--- src/rtl/std_pkg.sv ---
// Shared constants for the std datapath blocks: skid buffer state encoding.
package std_pkg;

    localparam int STD_SKID_STATE_W = 2;

    localparam logic [STD_SKID_STATE_W-1:0] STD_SKID_EMPTY = 2'b00;
    localparam logic [STD_SKID_STATE_W-1:0] STD_SKID_BUSY  = 2'b01;
    localparam logic [STD_SKID_STATE_W-1:0] STD_SKID_FULL  = 2'b10;

endpackage

--- src/rtl/std_skid_buffer.sv ---
// Two-entry elastic pipeline register. s_ready and m_valid are pure decodes of
// the state flop, so there is no combinational path from m_ready to s_ready.
module std_skid_buffer
    import std_pkg::*;
#(
    parameter int DATA_WIDTH = 1
) (
    input  logic                  clk,
    input  logic                  reset,
    input  logic                  s_valid,
    output logic                  s_ready,
    input  logic [DATA_WIDTH-1:0] s_data,
    output logic                  m_valid,
    input  logic                  m_ready,
    output logic [DATA_WIDTH-1:0] m_data
);

    logic [STD_SKID_STATE_W-1:0] state_q, state_d;
    logic [DATA_WIDTH-1:0]       out_q, out_d;
    logic [DATA_WIDTH-1:0]       skid_q, skid_d;
    logic                        acc, pop;

    // Unused encoding 2'b11 decodes like EMPTY: no valid output, ready to accept.
    assign m_valid = (state_q == STD_SKID_BUSY) || (state_q == STD_SKID_FULL);
    assign s_ready = (state_q != STD_SKID_FULL);
    assign m_data  = out_q;

    assign acc = s_valid && s_ready;
    assign pop = m_valid && m_ready;

    always_comb begin
        state_d = state_q;
        out_d   = out_q;
        skid_d  = skid_q;
        case (state_q)
            STD_SKID_BUSY: begin
                if (acc && pop) begin
                    out_d = s_data;
                end else if (acc) begin
                    skid_d  = s_data;
                    state_d = STD_SKID_FULL;
                end else if (pop) begin
                    state_d = STD_SKID_EMPTY;
                end
            end
            STD_SKID_FULL: begin
                if (pop) begin
                    out_d   = skid_q;
                    state_d = STD_SKID_BUSY;
                end
            end
            default: begin
                // EMPTY and the illegal encoding both land in a legal state.
                state_d = STD_SKID_EMPTY;
                if (acc) begin
                    out_d   = s_data;
                    state_d = STD_SKID_BUSY;
                end
            end
        endcase
    end

    always_ff @(posedge clk) begin
        if (reset) begin
            state_q <= STD_SKID_EMPTY;
            out_q   <= '0;
            skid_q  <= '0;
        end else begin
            state_q <= state_d;
            out_q   <= out_d;
            skid_q  <= skid_d;
        end
    end

endmodule

--- config.mk ---
export PLATFORM = sky130hd
export DESIGN_NAME = std_skid_buffer
export DESIGN_NICKNAME = d
export VERILOG_FILES = /design/src/rtl/std_pkg.sv /design/src/rtl/std_skid_buffer.sv
export SDC_FILE = /design/constraint.sdc
export NUM_CORES = 1
export LEC_CHECK = 0
export ABC_AREA = 1
export BUFFER_PORTS_ARGS = -buffer_cell sky130_fd_sc_hd__buf_4
export CAP_MARGIN = 20
export CORE_AREA = 2 2 39 41
export CTS_CLUSTER_DIAMETER = 30
export CTS_CLUSTER_SIZE = 14
export DETAILED_ROUTE_END_ITERATION = 12
export DIE_AREA = 0 0 41 43
export SYNTH_ARGS = -nofsm -noshare
export SYNTH_HDL_FRONTEND = slang
export SYNTH_SLANG_ARGS = --single-unit
--- constraint.sdc ---
create_clock -name clk -period 1.2 [get_ports clk]
set_clock_uncertainty 0.1 [all_clocks]
set_input_delay 0.12 -clock clk [delete_from_list [all_inputs] [get_ports clk]]
set_output_delay 0.12 -clock clk [all_outputs]
set_load 0.05 [all_outputs]
==> key figures <==
GRT
  – Initial antenna violation count: 0
  – Total congestion overflow: 0
  – All-layer global routing usage: 0.110
  – Vias in the first global route: 334
  – First-pass GRT wire length: 1.28 mm
  – Largest net degree at the start of global routing: 6

Synth
  – Post-synthesis mux area share: 0
  – Ranking of synthesized cells by area: dfxtp_1, nand2_1, ha_1
  – Post-synthesis compound-gate area fraction: 0.108
  – Top-area cell type share of the netlist area: 0.287
  – Cell variety after synth: 13
  – Cell count after synthesis: 45
  – Yosys warns: 0
  – Cell area after synthesis: 279 um2
  – Mapped Nets: 52
  – Post-Synth Adder-Cell Area: 0.0897
  – Synth Area in Simple Gates: 0.408
  – Yosys top cell by area: dfxtp_1
  – Post-synthesis sequential area ratio: 0.287
  – Synth Register Bits: 4
  – Main combinational cell family by area after synthesis: simple AND/OR/NAND/NOR gates
  – XOR/XNOR Fraction of Synth Area: 0
  – Mapped Avg Cell Area: 6.20 um2

Final layout
  – Cell Count, Final, Fillers Out: 77
  – Share of layout cells above drive strength 1: 0.607
  – Final #Nets: 70
  – Final instance area: 549 um2
  – Commonest non-fill, non-tap cell in the layout: buf_4
  – Fillers: 138
  – Storage element area: 82.6 um2
  – Final core utilization: 0.397
  – Multi-input gate area: 267 um2
  – Most frequent cells in the layout: buf_4, nand2_1, inv_1, a21oi_2, nand2_4
  – # diodes: 0
  – Area grow syn2layout: 96.9%

Worst setup path
  – Setup Crit Path Kind: reg2out
  – Crit Path Max Fanout: 4
  – WP data arrival: 1.10 ns
  – Worst reg-to-reg setup slack: -0.09 ns
  – Worst Setup End Kind: output pin
  – Reg2reg end: state_q[1]
  – Type of origin of the critical path: register
  – Worst reg2reg path startpoint: state_q[0]
  – Crit path required time: approximately 0.98 ns
  – Crit-path max cell delay: 0.32 ns
  – CP cell instances: inv_2 > ha_4 > inv_8 > buf_8
  – Max stage delay cell, worst path: dfxtp_2
  – R2R depth: 9

STA
  – Period Utilization, post-route: 1.10
  – RSZ-0062 raised after global routing: yes
  – Worst-margin pin slew: 0.219 ns
  – Setup Viol. Count Final: 5
  – Final WS setup: -0.115 ns
  – Final hold vios: 0
  – Fmax: 0.760 GHz
  – Fin crit period: 1.32 ns
  – Slew headroom: 0.853
  – Worst hold slack: 0.0944 ns
  – Fin Setup TNS: -0.369 ns
  – Slew Viols, Final: 0

Routing
  – Post-DRT Antenna Nets: 0
  – Via/cell ratio: 4.21
  – Via count: roughly 320
  – Starting DRT DRC Count: 3
  – WL met2: 407 um
  – Drt total wl: 731 um
  – DR pass1 iterations: 3
  – WL met3: 34 um
  – Top Metal Used: met4
  – Routed WL per cell: between 9 and 10 um
  – M1 WL: between 200 and 300 um
  – Drt drc: 0

Outcome
  – Status: finished, violations left
  – Failing checks: negative setup slack

CTS
  – Clock root cell: clkbuf_4
  – CTS max path bufs: 2
  – Sink Count: 4
  – CTS tree: yes
  – Clk_lat worst skew: 0.23 ns
  – Worst-path clk slew: 0.03 ns
  – Clock buffer count from CTS: 3
  – H-tree lvl count: 1

Floorplan
  – Cell row count: 14
  – Die Span X: 41 um
  – Die area: 0.00176 mm2
  – Number of I/O pins: 8
  – Die height: 43 um
  – CORE AREA: roughly 0.0014 mm2
  – Initial Util: 0.202

Min path
  – Hold path cells: 3
  – WHS Endpoint: skid_q
  – Worst min path class: in2reg
  – Worst hold path startpoint: s_data

Run
  – MaxCap Viol Count: 0

Power
  – Cell area power density: 2090 mW/mm2
  – Switching Fraction: 0.463
  – Psw: 531 uW
  – Seq pwr share: 0.167
  – Gate power share: 0.694
  – Clock share of power: 0.139
  – Standby leakage power: 0.234 nW
  – Cell-internal power: 615 uW
  – Total power: 1.15 mW
  – Worst vdd ir: 0.676 mV

Placement
  – GPL Wtd Cong: around 0.74
  – Placed Instance Area: 409 um2
  – Detail Placement HPWL: 476 um
  – Port Buffers: 7
  – Placed cells: between 70 and 80
  – DP Worst Slack: -0.0780 ns
==> repair_timing <==
item / 4_1_cts / 5_1_grt
hold buffers: 1 / 0
endpoints found under the setup margin: 6 / 6
gates resized for setup: 16 / 7
gates cloned: 0 / 0
setup buffers: 2 / 0
pin swaps: 4 / 3
hold endpoints to repair: 1 / 0
==> logic make-up (layout without fill, tap and decap cells) <==
kind of cell,after synthesis,after routing
and+or+nand+nor,25,25
DFF,4,4
adders and majority gates,2,2
AOI/OAI and AO/OA,6,6
buffers and inverters,8,24
==> routing by layer <==
metal	track usage	vias to the layer above
met4	0.100	0
met3	0.0157	2
met5	0	-
met1	0.116	138
li1	-	178
met2	0.175	6
==> cells in the mapped netlist (all sizes together) <==
library cell,number
nand2,14
inv,8
nor2,5
a21oi,4
dfxtp,4
nand3,3
ha,2
nand4,2
o21ai,2
nor3,1
==> worst max path at each step <==
stage,from,to,slack (ns),cells after the start
after CTS,state_q[0],m_valid,-0.11,4
after global routing,state_q[0],state_q[1],-0.15,9
after detailed placement,state_q[0],state_q[1],-0.08,9
after floorplan,state_q[0],state_q[0],-0.05,9
final,state_q[0],m_valid,-0.12,4
after global placement,state_q[0],state_q[0],-0.07,9
==> sequential cells by signal, indices dropped and copies added, names as in the netlist <==
name	cells
m_data	1
state_q	2
skid_q	1
==> power groups by stage <==
stage	Sequential, mW	Combinational [mW]	Clock, mW
5_1_grt	0.194	0.855	0.172
2_1_floorplan	0.222	0.403	0
3_5_place_dp	0.192	0.569	0
6_report	0.191	0.795	0.160
4_1_cts	0.190	0.737	0.172
3_3_place_gp	0.191	0.570	0
==> critical path: cells and delay by family (launching register included) <==
kind	cells	cell delay [ns]
flops	1	0.32
fa+ha+maj	1	0.30
buf+inv	3	0.24
==> cell type report <==
type | instances | share of cell area
multi-input combinational | 33 | 0.485
timing repair buffer | 13 | 0.210
sequential | 4 | 0.150
inverter | 8 | 0.0774
clock buffer | 3 | 0.0410
tap | 16 | 0.0364
Note: power is estimated with default switching activity, not from simulation.
